===== config.mk =====
export PLATFORM = sky130hd
export DESIGN_NAME = wb_stage
export DESIGN_NICKNAME = d
export VERILOG_FILES = /design/src/rtl/wb_pkg.sv /design/src/rtl/load_ext.sv /design/src/rtl/wb_stage.sv
export SDC_FILE = /design/constraint.sdc
export NUM_CORES = 1
export LEC_CHECK = 0
export CORE_ASPECT_RATIO = 0.5
export CORE_MARGIN = 2
export CORE_UTILIZATION = 52
export CTS_BUF_LIST = sky130_fd_sc_hd__clkbuf_4 sky130_fd_sc_hd__clkbuf_8
export DETAILED_ROUTE_END_ITERATION = 10
export PLACE_DENSITY_LB_ADDON = 0.12
export REMOVE_ABC_BUFFERS = 1
export SYNTH_ARGS = -nofsm -noshare
export SYNTH_HDL_FRONTEND = slang
export SYNTH_SLANG_ARGS = --single-unit

===== constraint.sdc =====
create_clock -name clk -period 4 [get_ports clk]
set_input_delay 0.4 -clock clk [delete_from_list [all_inputs] [get_ports clk]]
set_output_delay 0.4 -clock clk [all_outputs]
set_load 0.03 [all_outputs]

===== src/rtl/wb_pkg.sv =====
// Shared writeback-stage codes: load types, write-data sources and the PC reset value.
package wb_pkg;

  localparam logic [31:0] PC_RESET_DEFAULT = 32'h0000_3000;

  localparam logic [2:0] LT_LW  = 3'd0;
  localparam logic [2:0] LT_LBU = 3'd1;
  localparam logic [2:0] LT_LB  = 3'd2;
  localparam logic [2:0] LT_LHU = 3'd3;
  localparam logic [2:0] LT_LH  = 3'd4;

  localparam logic [1:0] WD_ALU  = 2'd0;
  localparam logic [1:0] WD_MEM  = 2'd1;
  localparam logic [1:0] WD_LINK = 2'd2;

  typedef struct packed {
    logic [31:0] pc;
    logic        reg_write;
    logic [4:0]  a3;
    logic [1:0]  wd_sel;
    logic [2:0]  load_type;
    logic [31:0] alu_out;
    logic [31:0] dm_read;
  } wb_fields_t;

endpackage


===== src/rtl/load_ext.sv =====
// Load-data extraction and sign/zero extension from an aligned 32-bit memory word.
module load_ext
  import wb_pkg::*;
(
  input  logic [31:0] word_i,
  input  logic [1:0]  offset_i,
  input  logic [2:0]  load_type_i,
  output logic [31:0] data_o
);

  logic [7:0]  byte_sel;
  logic [15:0] half_sel;

  always_comb begin
    byte_sel = word_i[7:0];
    case (offset_i)
      2'd1:    byte_sel = word_i[15:8];
      2'd2:    byte_sel = word_i[23:16];
      2'd3:    byte_sel = word_i[31:24];
      default: byte_sel = word_i[7:0];
    endcase
    // Low offset bit is ignored for halfwords; misalignment never reaches here.
    half_sel = offset_i[1] ? word_i[31:16] : word_i[15:0];
  end

  always_comb begin
    case (load_type_i)
      LT_LBU:  data_o = {24'd0, byte_sel};
      LT_LB:   data_o = {{24{byte_sel[7]}}, byte_sel};
      LT_LHU:  data_o = {16'd0, half_sel};
      LT_LH:   data_o = {{16{half_sel[15]}}, half_sel};
      default: data_o = word_i;
    endcase
  end

endmodule


===== src/rtl/wb_stage.sv =====
// M-to-W pipeline register plus writeback data select driving the GRF write port.
// Define WB_FWD_EN to expose the W_Fwd* forwarding outputs.
module wb_stage
  import wb_pkg::*;
#(
  parameter logic [31:0] PC_RESET = PC_RESET_DEFAULT,
  parameter int          WIDTH    = 32
) (
  input  logic              clk,
  input  logic              reset,
  input  logic              en,
  input  logic              flush,
  input  logic [WIDTH-1:0]  M_PC,
  input  logic              M_RegWrite,
  input  logic [4:0]        M_A3,
  input  logic [1:0]        M_WDSel,
  input  logic [2:0]        M_LoadType,
  input  logic [WIDTH-1:0]  M_ALUOut,
  input  logic [WIDTH-1:0]  M_DMRead,
`ifdef WB_FWD_EN
  output logic              W_FwdValid,
  output logic [4:0]        W_FwdA3,
  output logic [WIDTH-1:0]  W_FwdData,
`endif
  output logic              W_GRFEn,
  output logic [4:0]        W_A3,
  output logic [WIDTH-1:0]  W_WD,
  output logic [WIDTH-1:0]  W_PC
);

  wb_fields_t fields_q, fields_d, bubble;
  logic [31:0] load_data;

  always_comb begin
    bubble    = '0;
    bubble.pc = PC_RESET;
  end

  always_comb begin
    fields_d = fields_q;
    if (flush) begin
      fields_d = bubble;
    end else if (en) begin
      fields_d.pc        = M_PC;
      fields_d.reg_write = M_RegWrite;
      fields_d.a3        = M_A3;
      fields_d.wd_sel    = M_WDSel;
      fields_d.load_type = M_LoadType;
      fields_d.alu_out   = M_ALUOut;
      fields_d.dm_read   = M_DMRead;
    end
  end

  always_ff @(posedge clk) begin
    if (reset) fields_q <= bubble;
    else       fields_q <= fields_d;
  end

  load_ext u_load_ext (
    .word_i      (fields_q.dm_read),
    .offset_i    (fields_q.alu_out[1:0]),
    .load_type_i (fields_q.load_type),
    .data_o      (load_data)
  );

  always_comb begin
    case (fields_q.wd_sel)
      WD_ALU:  W_WD = fields_q.alu_out;
      WD_MEM:  W_WD = load_data;
      WD_LINK: W_WD = fields_q.pc + 32'd8;
      default: W_WD = '0;
    endcase
  end

  assign W_GRFEn = fields_q.reg_write && (fields_q.a3 != 5'd0);
  assign W_A3    = fields_q.a3;
  assign W_PC    = fields_q.pc;

`ifdef WB_FWD_EN
  assign W_FwdValid = W_GRFEn;
  assign W_FwdA3    = W_A3;
  assign W_FwdData  = W_WD;
`endif

endmodule


== Yosys cells after proc, flatten, opt, wreduce, memory -nomap -nowiden ==
Index checks and enable logic that the tools add are counted.
W data, S select, Z words.
Word-level totals
  input port bits: 111
  logic and storage cells: 25
  output and inout bits: 70
  register bits: 107
Operators by class
  mux-type cells: 4
  add/subtract/negate cells: 1
  equal/unequal tests: 9
  reduce and logical (&&, ||, !) cells: 4
Operators by type and width (count)
  $pmux W32 S4: 1
  $pmux W32 S3: 1
  $add A32 B4 Y32 const B: 1
  $pmux W8 S3: 1
  $mux W16: 1
  $eq A2 B2 Y1 const B: 3
  $eq A3 B2 Y1 const B: 2
  $reduce_bool A5 Y1: 1
  $eq A2 B1 Y1 const B: 2
  $eq A3 B1 Y1 const B: 1
  $eq A3 B3 Y1 const B: 1
  $logic_not A2 Y1: 1
  $reduce_or A2 Y1: 1
  $logic_and A1 B1 Y1: 1

== Longest topological paths before layout ==
Gate-level depths: netlist (run 1).
  depth in word-level cells: 4
  depth in mapped cells: 7
  mapped depth without buffers: 6

== By module ==
A second synthesis (run 1) with hierarchy kept.
Unflattened totals
  cell total of the unflattened synthesis: 685
  area total of the unflattened synthesis: 6252.2 µm²
Modules (own cells, without submodules)
  wb_stage: cells each 581, seq. area each 2142.1 µm², area an instance 5332.6 µm², instances 1
  load_ext: cells each 104, seq. area each 0.0 µm², area an instance 919.6 µm², instances 1

== Worst setup path after synthesis (run 1) ==
No wires, ideal clock.
  path type: reg-to-output
  start: register fields_q, in the netlist W_PC[3]
  end: output port W_WD[31]
  buffers on the path: 0
  required time: 3600 ps
  data arrival time: 2269 ps
  stages on the path, launching flop included: 7
  slack: 1331 ps
  cell sequence: dfxtp_1 > ha_1 > nand3_2 > or4_1 > or4_1 > xor2_1 > o211ai_2
On the way
  cells in the longest elaborated chain, start to end: 2
RTL lines
  start: declaration: line wb_stage.sv:31  | wb_fields_t fields_q, fields_d, bubble;
  start signal: assignment: line wb_stage.sv:55  | if (reset) fields_q <= bubble;
  start signal: assignment: line wb_stage.sv:56  | else fields_q <= fields_d;
  $add A32 B4 Y32: line wb_stage.sv:70  | WD_LINK: W_WD = fields_q.pc + 32'd8;
  $pmux W32 S3: line wb_stage.sv:67  | case (fields_q.wd_sel)
  end: declaration: line wb_stage.sv:27  | output logic [WIDTH-1:0] W_WD,
No other way between the ends.

== Worst setup path after layout (run 1) ==
  start: register fields_q[68] (netlist name)
  end: output port W_WD[22]
On the way
  cells in the longest elaborated chain, start to end: 2
  elaborated cells on any way between the ends: 4
  those cells by class: 2 x eq/ne; 1 x mux; 1 x reduce/logical
RTL lines (line)
  $eq A2 B2 Y1 (tied with other cells): wb_stage.sv:67
  $pmux W32 S3 (*): wb_stage.sv:67
Mark *: on every way between the ends. The rest lies on a longest branch, timed or not.

==> run_results.csv, run 1 <==
group,metric,value,unit
outcome,outcome,"completed",
drt,drtIter0Drc,334,
finish,fin_util,70.72,%
placement,gp_congestion,0.8638,
setup_path,critical_path_class,"reg -> out",
sta,tns,0,ns
sta,rsz0062_at_grt,"false",
pwr,combPwrFrac,19.1,%
drt,wl_per_cell,17.63,um
grt,grt_start_max_net_pins,106,
drt,top_layer_used,"met4",
pwr,p_switching,0.0006607,W
logic_synthesis,synth-main-ff-cell,"dfxtp_1",
run,maxCapViolations,0,
cts,ctsHtreeMaxLevel,3,
grt,grt.total_usage,27.21,%
finish,area_delta_synth_final,34.00,%
drt,antenna_left,0,
finish,postLayoutCellArea,0.007669,mm2
logic_synthesis,syn_area,0.005723,mm2
drt,first_pass_iters,5,
logic_synthesis,synth_seq_cells,107,
sta,setup_viol,0,
cts,cts.sinks,107,
setup_path,required,3.60,ns
sta,tightest_slew,1.194,ns
sta,period_share,90.85,%
cts,clockRootBuffer,"clkbuf_8",
grt,grt_pass1_vias,4931,
setup_path,path_max_fanout,16,
logic_synthesis,yosysTopAreaCell,"dfxtp_1",
cts,cts_tree,"built",
sta,hold_viol,0,
grt,grt_pass1_wl,25.87,mm
pwr,p_seq_share,47.1,%
sta,clock.fmax,275.2,MHz
finish,drive_gt1_share,6.616,%
floorplanning,die-area,0.01191,mm2
placement,dpl-instance-area,0.007420,mm2
pwr,power,0.002426,W
setup_path,endpoint_kind,"output port",
hold_path,hp-class,"reg -> reg",
drt,finalWirelength,16.41,mm
grt,grt_overflow,0,
finish,diodes,0,
cts,clk_path_buf_depth,2,
logic_synthesis,synth_edf_count,0,
logic_synthesis,synth-async-reset-ratio,0,%
logic_synthesis,yosysUniqueCellTypes,51,
cts,path_clk_slew,0.10,ns
logic_synthesis,synth_top_area_share,37.43,%
drt,vias,5186,
logic_synthesis,seq_area_frac_synth,37.43,%
drt,via_per_inst,5.570,
sta,slew_violations,0,
cts,insertion_delay,0.39,ns
drt,route.detailed.drc,0,
logic_synthesis,syn_inst,661,
floorplanning,coreArea,0.01084,mm2
pwr,swShare,27.24,%
logic_synthesis,yosysWarnings,0,
setup_path,cp-start-kind,"flop",
floorplanning,fp.dieW,152.4,um
pwr,powerDensity,316.3,mW/mm2
pwr,clkPwrFrac,33.8,%
drt,drt-met1-wl,7.825,mm
sta,min_period,3.634,ns
drt,wl_met2,7.093,mm
cts,post_cts_buffers,0,
pwr,ir_drop,0.1434,mV
setup_path,critPathArrivalTime,3.23,ns
grt,antenna_found_initial,0,
sta,skew,0,ns
floorplanning,num_io_pins,181,
logic_synthesis,avgSynthCellArea,8.658,um2
floorplanning,rows,27,
drt,wl_met3,1.300,mm
logic_synthesis,synthTopCellsByArea,"dfxtp_1 (37%), mux2i_1 (19%), nor2_1 (8.1%), buf_4 (4.9%), o21ai_0 (3.0%)",
floorplanning,start_util,52.77,%
cts,cts_buffers,9,
pwr,internal_power,0.001765,W
finish,finalNetCount,893,
floorplanning,die_h,78.18,um
placement,place_worst_setup_slack,0.5582,ns
sta,worst_slack,0.3660,ns
placement,hpwl,11.79,mm
sta,worst_slew_margin_rel,20.37,%
placement,port-buffer-count,180,
pwr,leakagePower,2.946,nW
state kept, by name, summed over array words and instances, names as in the netlist:
name and count:
W_PC 32, fields_q 70, W_A3 5
layer usage:
metal  up-vias  global-route usage, %
li1       2532                      -
met1      2445                  37.70
met2       190                  41.49
met3        19                  8.835
met4         0                  5.981
met5         -                      0
synthesized netlist by cell type (5+ instances only):
master / number
nand3_1: 10
nor4_1: 6
o22ai_1: 5
dfxtp_1: 107
o211ai_1: 15
o21ai_0: 34
xnor2_1: 18
nand2_1: 36
buf_4: 37
nor2_1: 124
mux2i_1: 111
nor3_1: 9
inv_1: 5
mux2_2: 9
xor2_1: 11
buf_1: 9
nand4_1: 8
clkbuf_1: 29
a21oi_1: 17
what timing repair did:
action	4_1_cts	5_1_grt
resized for setup	0	1
hold buffers	0	0
endpoints found under the setup margin	0	1
final cells by class:
class | instances | area, um2
multi-input cells | 470 | 3124
clock buffers | 9 | 123.9
flip-flops and latches | 107 | 2142
inverters | 5 | 18.77
clock inverters | 7 | 122.6
fillers | 873 | 3176
well taps | 145 | 181.4
repair buffers | 188 | 1956
worst max-delay path, stage by stage, from the launching register on:
cell	delay, ns
dfxtp_1	0.52
nor2b_1	0.61
o21ai_0	0.18
nor3_1	0.31
buf_4	0.24
o21ai_0	0.13
o211ai_1	0.14
clkdlybuf4s50_1	0.72
cell usage in the layout (no fill, tap or decap), drive strengths merged, types with 2 or more instances in the layout:
master / synthesis / layout
clkdlybuf4s50: 0 / 169
nand4: 9 / 9
o211ai: 16 / 16
xor2: 11 / 11
or2: 2 / 2
and2: 3 / 3
clkinvlp: 0 / 2
and3: 5 / 5
a221oi: 3 / 3
a22o: 4 / 4
nand3: 12 / 12
mux2: 9 / 9
mux2i: 111 / 111
dfxtp: 107 / 107
a41oi: 2 / 2
a211o: 3 / 3
o31ai: 2 / 2
o21ai: 34 / 34
xnor2: 18 / 18
bufinv: 0 / 3
nor3: 9 / 9
nor2: 124 / 124
nor2b: 3 / 3
or4: 3 / 3
buf: 50 / 18
a31oi: 4 / 4
clkbuf: 29 / 9
and4: 3 / 3
nor4: 6 / 6
a22oi: 3 / 3
inv: 5 / 7
nand2: 36 / 36
o22ai: 5 / 5
a21oi: 17 / 17
cell families (layout without fill, tap and decap cells):
group	after synthesis	after routing	share of synthesized area, %
AO/OA/AOI/OAI	99	99	10.98
adder cells (fa/ha/maj)	1	1	0.2186
XOR/XNOR	29	29	4.438
AND/OR/NAND/NOR	220	220	17.34
multiplexers	121	121	21.58
flip-flops	107	107	37.43
buffers and inverters	84	209	8.024
power by group through the flow:
stage | logic, W | registers (W) | clock network, W
3_5_place_dp | 0.000463 | 0.00116 | 0
3_3_place_gp | 0.000459 | 0.00116 | 0
5_1_grt | 0.000496 | 0.00115 | 0.000868
4_1_cts | 0.000465 | 0.00114 | 0.000829
6_report | 0.000464 | 0.00114 | 0.000820
2_1_floorplan | 0.000186 | 0.00118 | 0
metrics by stage:
stage                     std cells  hold WS [ns]
after floorplan                 582        0.4546
after global placement          915        0.4732
after detailed placement        915        0.4817
after CTS                       931        0.5105
after global routing            931        0.5350
final                           931        0.5039
worst paths after layout:
path	from	to	slack (ns)	cells past startpoint
max	fields_q[68]$_SDFFE_PP0P_	W_WD[22]	0.37	7
max reg2reg	fields_q[33]$_SDFFE_PP0P_	fields_q[33]$_SDFFE_PP0P_	2.83	2
min	fields_q[60]$_SDFFE_PP0P_	fields_q[60]$_SDFFE_PP0P_	0.50	2
min reg2reg	fields_q[60]$_SDFFE_PP0P_	fields_q[60]$_SDFFE_PP0P_	0.50	2
Note: power is estimated with default switching activity, not from simulation.
==> inputs of run 2 (changes only) <==
Settings changed: CORE_UTILIZATION 52 to 48.
Clock period 4 ns to 3.7 ns, I/O delays scaled along.
==> run 2 against run 1 <==
Clock-buffer cell count is 2 higher. Clock skew unchanged. First-iteration DRC count is 8.4% higher. Die area is 8.0% higher. Critical path depth unchanged. Hold slack better by 0.0040 ns. Register-to-register slack lost 0.26 ns. Combinational power rose by 7.3%. Non-clock buffer count rose by 2. Sequential cell count stayed put. Power is 1.4% higher.
==> run_results.csv, run 2 (same netlist as run 1, synthesis figures left out) <==
group,metric,value,unit
sta,clock.fmax,296.9,MHz
sta,worst_slack,0.3318,ns
setup_path,critPathArrivalTime,3.00,ns
setup_path,critical_path_class,"reg -> out",
sta,tns,0,ns
sta,skew,0,ns
drt,first_pass_iters,5,
finish,top_register,"fields_q",
cts,clk_path_buf_depth,2,
drt,drtIter0Drc,362,
drt,antenna_left,0,
grt,grt_pass1_vias,4630,
sta,min_period,3.368,ns
grt,grt_pass1_wl,24.65,mm
finish,final_common_cell,"clkdlybuf4s50_1",
placement,place_worst_setup_slack,0.7475,ns
sta,period_share,91.03,%
setup_path,worstPathBufferInverterCount,2,
cts,clockRootBuffer,"clkbuf_8",
floorplanning,rows,28,
placement,gp_congestion,0.8695,
floorplanning,coreArea,0.01174,mm2
cts,insertion_delay,0.37,ns
setup_path,required,3.33,ns
sta,rsz0062_at_grt,"false",
sta,slew_violations,0,
grt,antenna_found_initial,0,
cts,path_clk_slew,0.10,ns
drt,finalWirelength,16.24,mm
sta,setup_viol,0,
setup_path,path_max_fanout,20,
floorplanning,num_io_pins,181,
drt,vias,5126,
finish,fin_util,65.09,%
pwr,ir_drop,0.1500,mV
setup_path,slowest_stage,"dfxtp_1",
cts,holdBufCountCts,0,
drt,via_per_inst,5.384,
finish,layout_common_cells,"clkdlybuf4s50_1 (163), nor2_1 (124), mux2i_1 (111)",
finish,fillers,1037,
cts,cts_tree,"built",
grt,grt_start_max_net_pins,106,
cts,cts.sinks,107,
cts,post_cts_buffers,0,
setup_path,slowest_delay,0.81,ns
grt,grt_overflow,0,
finish,area_delta_synth_final,33.47,%
sta,hold_viol,0,
setup_path,cpLargestDelayFamily,"buffers and inverters",
floorplanning,die-area,0.01287,mm2
sta,tightest_slew,1.176,ns
floorplanning,die_h,81.21,um
finish,finalNetCount,895,
setup_path,worstPathCellList,"mux4_2, nor3_1, nor3_1, buf_4, a21oi_1, o221ai_1, clkdlybuf4s50_1",
finish,diodes,0,
run,maxCapViolations,0,
cts,cts_buffers,9,
finish,largest_register_ffs,70,
drt,route.detailed.drc,0,
grt,grt.total_usage,24.87,%
pwr,leakagePower,2.933,nW
cts,ctsHtreeMaxLevel,3,
setup_path,endpoint_kind,"output port",
pwr,powerDensity,321.9,mW/mm2
floorplanning,start_util,48.76,%
sta,worst_slew_margin_rel,21.59,%
sta,whs,0.5079,ns
setup_path,cp-start-kind,"flop",
placement,port-buffer-count,180,
drt,wl_per_cell,17.06,um
cts,cts.repair.resized,0,
finish,drive_gt1_share,7.624,%
placement,hpwl,11.94,mm
floorplanning,fp.dieW,158.4,um
setup_path,critPathMostFrequentCell,"nor3_1",
outcome,outcome,"completed",
hold_path,hp-class,"reg -> reg",
-- run 2: cell count changes in the layout (fill, tap and decap cells not counted), sizes merged --
| cell | change |
|---|---|
| buf | +9 |
| clkdlybuf4s50 | -6 |
| bufinv | -2 |
| clkbuf | +2 |
| clkinv | +2 |
| inv | -2 |
| clkinvlp | -1 |
| dlymetal6s2s | -1 |
-- run 2: cell type report --
type / instances / area [um2] / share of cell area, %
tap: 165 / 206.4 / 2.703
clock inverter: 4 / 51.30 / 0.6716
inverter: 5 / 18.77 / 0.2457
multi-input combinational: 470 / 3124 / 40.90
clock buffer: 11 / 145.1 / 1.900
timing repair buffer: 190 / 1951 / 25.54
sequential: 107 / 2142 / 28.04
-- run 2: metal layers --
layer / share of wire, % / wire length (um) / vias to the layer above / track usage, %
met2: 43 / 6998 / 188 / 38.52
met1: 48 / 7761 / 2404 / 35.37
met5: 0 / 0 / - / 0
li1: - / - / 2525 / -
met3: 8.4 / 1359 / 9 / 5.977
met4: 0.75 / 121 / 0 / 5.135
-- run 2: final timing paths --
path | slack, ns | cells past startpoint | from | to
worst min-delay path | 0.51 | 2 | fields_q[63]$_SDFFE_PP0P_ | fields_q[63]$_SDFFE_PP0P_
worst min register to register | 0.51 | 2 | fields_q[63]$_SDFFE_PP0P_ | fields_q[63]$_SDFFE_PP0P_
worst max register to register | 2.57 | 2 | fields_q[33]$_SDFFE_PP0P_ | fields_q[33]$_SDFFE_PP0P_
worst max-delay path | 0.33 | 7 | fields_q[33]$_SDFFE_PP0P_ | W_WD[12]
-- run 2: metrics by stage --
stage,instance area [um2],std cells,total power [W]
after floorplan,5283,582,0.001475
after global placement,7442,937,0.001751
after detailed placement,7442,937,0.001756
after CTS,7639,952,0.002481
after global routing,7639,952,0.002566
final,7639,952,0.002459
-- run 2: report_power, final --
part           internal [W]  switching, W
logic              0.000262      0.000235
clock network      0.000336      0.000391
registers           0.00119     0.0000447
-- run 2: tightest hold or removal path, cell delays in order, from the launching register on --
cell and delay [ns]:
dfxtp_1 0.34, mux2i_1 0.06, nor2_1 0.08
==> inputs of run 3 (changes only) <==
Settings changed: CTS_CLUSTER_SIZE from default to 16, PLACE_DENSITY from default to 0.82, PLACE_DENSITY_LB_ADDON 0.12 to default, TNS_END_PERCENT from default to 1.
==> run 3 against run 2 <==
Core utilization decreased by 0.78 points. Power decreased by 0.12%. Worst setup slack got worse by 0.11 ns. Sequential share of layout area increased by 0.34 points. Critical path type unchanged.
==> run_results.csv, run 3 (same netlist as run 1, synthesis figures left out) <==
group,metric,value,unit
placement,place_worst_setup_slack,0.6541,ns
sta,period_share,94.03,%
sta,rsz0062_at_grt,"false",
cts,clockRootBuffer,"clkbuf_8",
floorplanning,die-area,0.01287,mm2
drt,drtIter0Drc,482,
cts,ctsHtreeMaxLevel,3,
grt,grt_pass1_wl,25.02,mm
finish,largest_register_ffs,70,
drt,first_pass_iters,6,
setup_path,path_max_fanout,20,
floorplanning,num_io_pins,181,
cts,post_cts_buffers,0,
sta,skew,0,ns
pwr,leakagePower,2.895,nW
finish,fin_cells,949,
pwr,powerDensity,325.4,mW/mm2
setup_path,cp-start-kind,"flop",
finish,fillers,989,
drt,antenna_left,0,
finish,drive_gt1_share,7.270,%
sta,worst_slack,0.2208,ns
floorplanning,start_util,48.76,%
grt,grt_start_max_net_pins,106,
sta,worst_slew_margin_rel,19.66,%
placement,placed_cells,934,
finish,postLayoutCellArea,0.007547,mm2
drt,wl_per_cell,17.23,um
sta,setup_viol,0,
outcome,outcome,"completed",
setup_path,required,3.33,ns
sta,hold_viol,0,
floorplanning,coreArea,0.01174,mm2
finish,top_register,"fields_q",
hold_path,hp-class,"reg -> reg",
cts,cts_buffers,9,
floorplanning,die_h,81.21,um
finish,finalNetCount,892,
finish,layout_common_cells,"clkdlybuf4s50_1 (163), nor2_1 (124), mux2i_1 (111)",
sta,slew_violations,0,
cts,holdBufCountCts,0,
grt,antenna_found_initial,0,
cts,clk_path_buf_depth,2,
hold_path,holdPathStages,2,
cts,cts_tree,"built",
setup_path,endpoint_kind,"output port",
placement,dpl-instance-area,0.007357,mm2
finish,area_delta_synth_final,31.88,%
pwr,ir_drop,0.1839,mV
setup_path,reg2reg_depth,3,
sta,tightest_slew,1.201,ns
cts,path_clk_slew,0.10,ns
cts,cts.sinks,107,
setup_path,critical_path_class,"reg -> out",
run,maxCapViolations,0,
finish,final_common_cell,"clkdlybuf4s50_1",
drt,finalWirelength,16.35,mm
floorplanning,rows,28,
floorplanning,fp.dieW,158.4,um
placement,port-buffer-count,180,
drt,route.detailed.drc,0,
grt,grt_overflow,0,
setup_path,critPathArrivalTime,3.11,ns
sta,tns,0,ns
setup_path,reg2reg_slack,2.42,ns
grt,grt.total_usage,25.19,%
drt,vias,5129,
finish,diodes,0,
cts,insertion_delay,0.38,ns
placement,hpwl,12.03,mm
sta,clock.fmax,287.4,MHz
grt,grt_pass1_vias,4769,
drt,via_per_inst,5.405,
cts,cts.repair.resized,0,
sta,min_period,3.479,ns
placement,gp_congestion,0.8864,
## run 3: critical path: stages (launching register included)
cell             delay (ns)
dfxtp_1                0.82
inv_1                  0.22
nor2_1                 0.27
a22o_1                 0.20
a221oi_1               0.08
a221oi_1               0.40
clkdlybuf4s50_1        0.74
## run 3: where the power goes
part           internal, W  switching (W)  total [W]
clock             0.000311       0.000420   0.000730
combinational     0.000255       0.000234   0.000489
sequential         0.00119      0.0000473    0.00124
## run 3: layout make-up
type | instances | area [um2] | share of cell area [%]
Inverter | 5 | 18.77 | 0.2487
Tap cell | 165 | 206.4 | 2.735
Clock inverter | 6 | 66.31 | 0.8786
Sequential cell | 107 | 2142 | 28.38
Clock buffer | 9 | 123.9 | 1.641
Multi-Input combinational cell | 470 | 3124 | 41.40
Timing Repair Buffer | 187 | 1866 | 24.72
## run 3: metrics by stage
stage          power [W]  util, %  hold slack (ns)
6_report        0.002456    64.31           0.5040
3_5_place_dp    0.001748    62.69           0.4833
4_1_cts         0.002458    64.31           0.5102
3_3_place_gp    0.001742    62.69           0.4737
2_1_floorplan   0.001475        -           0.4546
5_1_grt         0.002540    64.31           0.5343
## run 3: layer usage
metal,GRT usage [%],vias to the layer above,wire length (um)
met5,0,-,0
met4,7.387,0,296
met3,4.963,25,1160
met2,39.61,205,7420
met1,35.27,2383,7476
li1,-,2516,-
## run 3: worst paths after layout
kind                                             endpoint                      start
worst max register to register  fields_q[67]$_SDFFE_PP0P_  fields_q[67]$_SDFFE_PP0P_
worst min register to register  fields_q[56]$_SDFFE_PP0P_  fields_q[56]$_SDFFE_PP0P_
worst min-delay path            fields_q[56]$_SDFFE_PP0P_  fields_q[56]$_SDFFE_PP0P_
worst max-delay path                              W_WD[1]  fields_q[33]$_SDFFE_PP0P_
==> patch, RTL diff (settings of run 2) <==
The option `WB_FWD_EN` is turned on by a define.
--- a/src/rtl/wb_stage.sv
+++ b/src/rtl/wb_stage.sv
@@ -2,2 +2,4 @@
 // Define WB_FWD_EN to expose the W_Fwd* forwarding outputs.
+`define WB_FWD_EN
+
 module wb_stage
Check against the original RTL (old outputs only; new: W_FwdA3, W_FwdData and W_FwdValid): equivalent (Yosys induction, for registers that start in step).
==> patch against run 2 <==
Combinational power rose by 17%; sequential share of layout area down 1.1 points; area after synthesis increased by 5.0%; final area increased by 4.1%; total power up 4.4%; setup slack lost 0.098 ns; count of clock-buffer cells in the layout fell by 1; non-clock buffer count grew 38; clock power increased by 3%; sequential cell count unchanged; routed wire length grew 7.0%; critical endpoint is now W_WD[1].
==> patch: results (changes against run 2) <==
[status]
status = completed

[grt]
grt_first_pass_wirelength_mm = 26.8  ; +8.8%
grtUsageMet3 = 0.0699  ; +0.0102
track_usage = 0.252  ; +0.00299
grt_met1_usage = 0.361  ; +0.00707
first_global_vias = 4950  ; +6.9%
met2_usage = 0.381  ; -0.00456

[detailed_routing]
drt_iter0_drc = 361  ; -0.28%
routed_length_on_met3_mm = 1.34  ; -1.7%
detail_route.wirelength.met1_mm = 8.29  ; +6.8%
wl_met2_mm = 7.59  ; +8.4%
viasPerCell = 5.36  ; -0.41%
wl_per_cell_um = 17.6  ; +2.9%

[critical_path]
critical_path.max_stage_delay_ns = 0.76  ; -0.05 ns
worstSetupStartpoint = fields_q[66]
critical-path-top-delay-family = simple AND/OR/NAND/NOR gates
critPathCapture = W_WD[1]
timing.reg2reg.setup_slack_ns = 2.55  ; -0.02 ns
worst_r2r_endpoint = fields_q[68]
reg2reg_depth = 3  ; +1
slowest_stage = sky130_fd_sc_hd__clkdlybuf4s50_1
worstPathMaxFanout = 13  ; -35%
regToRegStartpoint = fields_q[68]

[sta]
finalHoldWorstSlack_ns = 0.508  ; +0.0000860 ns
tightest_slew_ns = 1.20  ; +0.0243 ns

[power]
leakagePower_nw = 3.10  ; +5.5%
p_comb_frac = 0.228  ; +0.026
worst_ir_drop_vdd_uv = 166  ; +10%
net-switching-power_uw = 755  ; +13%
clkPwrFrac = 0.291  ; -0.005
internal_power_mw = 1.81  ; +1.4%

[cts]
count_of_instances_resized_after_the_clock_tree_is_built = 0  ; unchanged

[hold_path]
hold-path-endpoint = fields_q[40]
holdCritStartpoint = fields_q[40]

[yosys]
postSynth.topFlopCell = sky130_fd_sc_hd__dfxtp_1
synth.top_cells.by_count = sky130_fd_sc_hd__nor2_1 (124), sky130_fd_sc_hd__mux2i_1 (111), sky130_fd_sc_hd__dfxtp_1 (107), sky130_fd_sc_hd__buf_4 (75), sky130_fd_sc_hd__nand2_1 (36)
asyncSetResetFlopFracSynth = 0  ; unchanged

[cells_and_area]
clock_buffers = 10  ; -1
sh_seq_area = 0.270  ; -0.0108
multiInputGateArea_um2 = 3130  ; +0.24%
max_reg_flops = 70  ; unchanged
final-clk-cell-share = 0.0249  ; -0.000858
buffers_excl_clock = 228  ; +20%
layout-drive-gt1-share = 0.0958  ; +0.0195
fillCellCount = 1056  ; +1.8%
postLayoutCellArea_um2 = 7950  ; +4.1%
layout.buffer.nonclock.area_share = 0.283  ; +0.0280
fin_cells = 990  ; +4.0%
fin_nets = 933  ; +4.2%

[placement]
pre_cts_setup_slack_ns = 0.563  ; -0.185 ns
placed_cells_incl_taps = 975  ; +4.1%
place.gp.congestion = 0.863  ; -0.72%
dpl.hpwl_mm = 12.9  ; +7.9%
dpl_cell_area_um2 = 7750  ; +4.2%

[die]
die-area_um2 = 13500  ; +4.8%

## patch: changes by cell type in the layout (fill, tap and decap cells not counted), sizes merged
cell,before,now
clkdlybuf4s50,163,185
buf,27,43
inv,5,7
clkbuf,11,10
clkinv,2,1
## patch: worst register-to-register path, cell delays in order, from the launching register on
cell                      delay, ns
sky130_fd_sc_hd__dfxtp_1       0.58
sky130_fd_sc_hd__buf_4         0.33
sky130_fd_sc_hd__mux2i_1       0.10
sky130_fd_sc_hd__nor2_1        0.08
## patch: kinds of logic after synthesis
| logic type | count (synthesis) | synth area share |
|---|---|---|
| AO/OA/AOI/OAI | 99 | 0.105 |
| XOR/XNOR | 29 | 0.0423 |
| adder cells (fa/ha/maj) | 1 | 0.00208 |
| buffers and inverters | 122 | 0.124 |
| flip-flops | 107 | 0.357 |
| multiplexers | 121 | 0.206 |
| AND/OR/NAND/NOR | 220 | 0.165 |
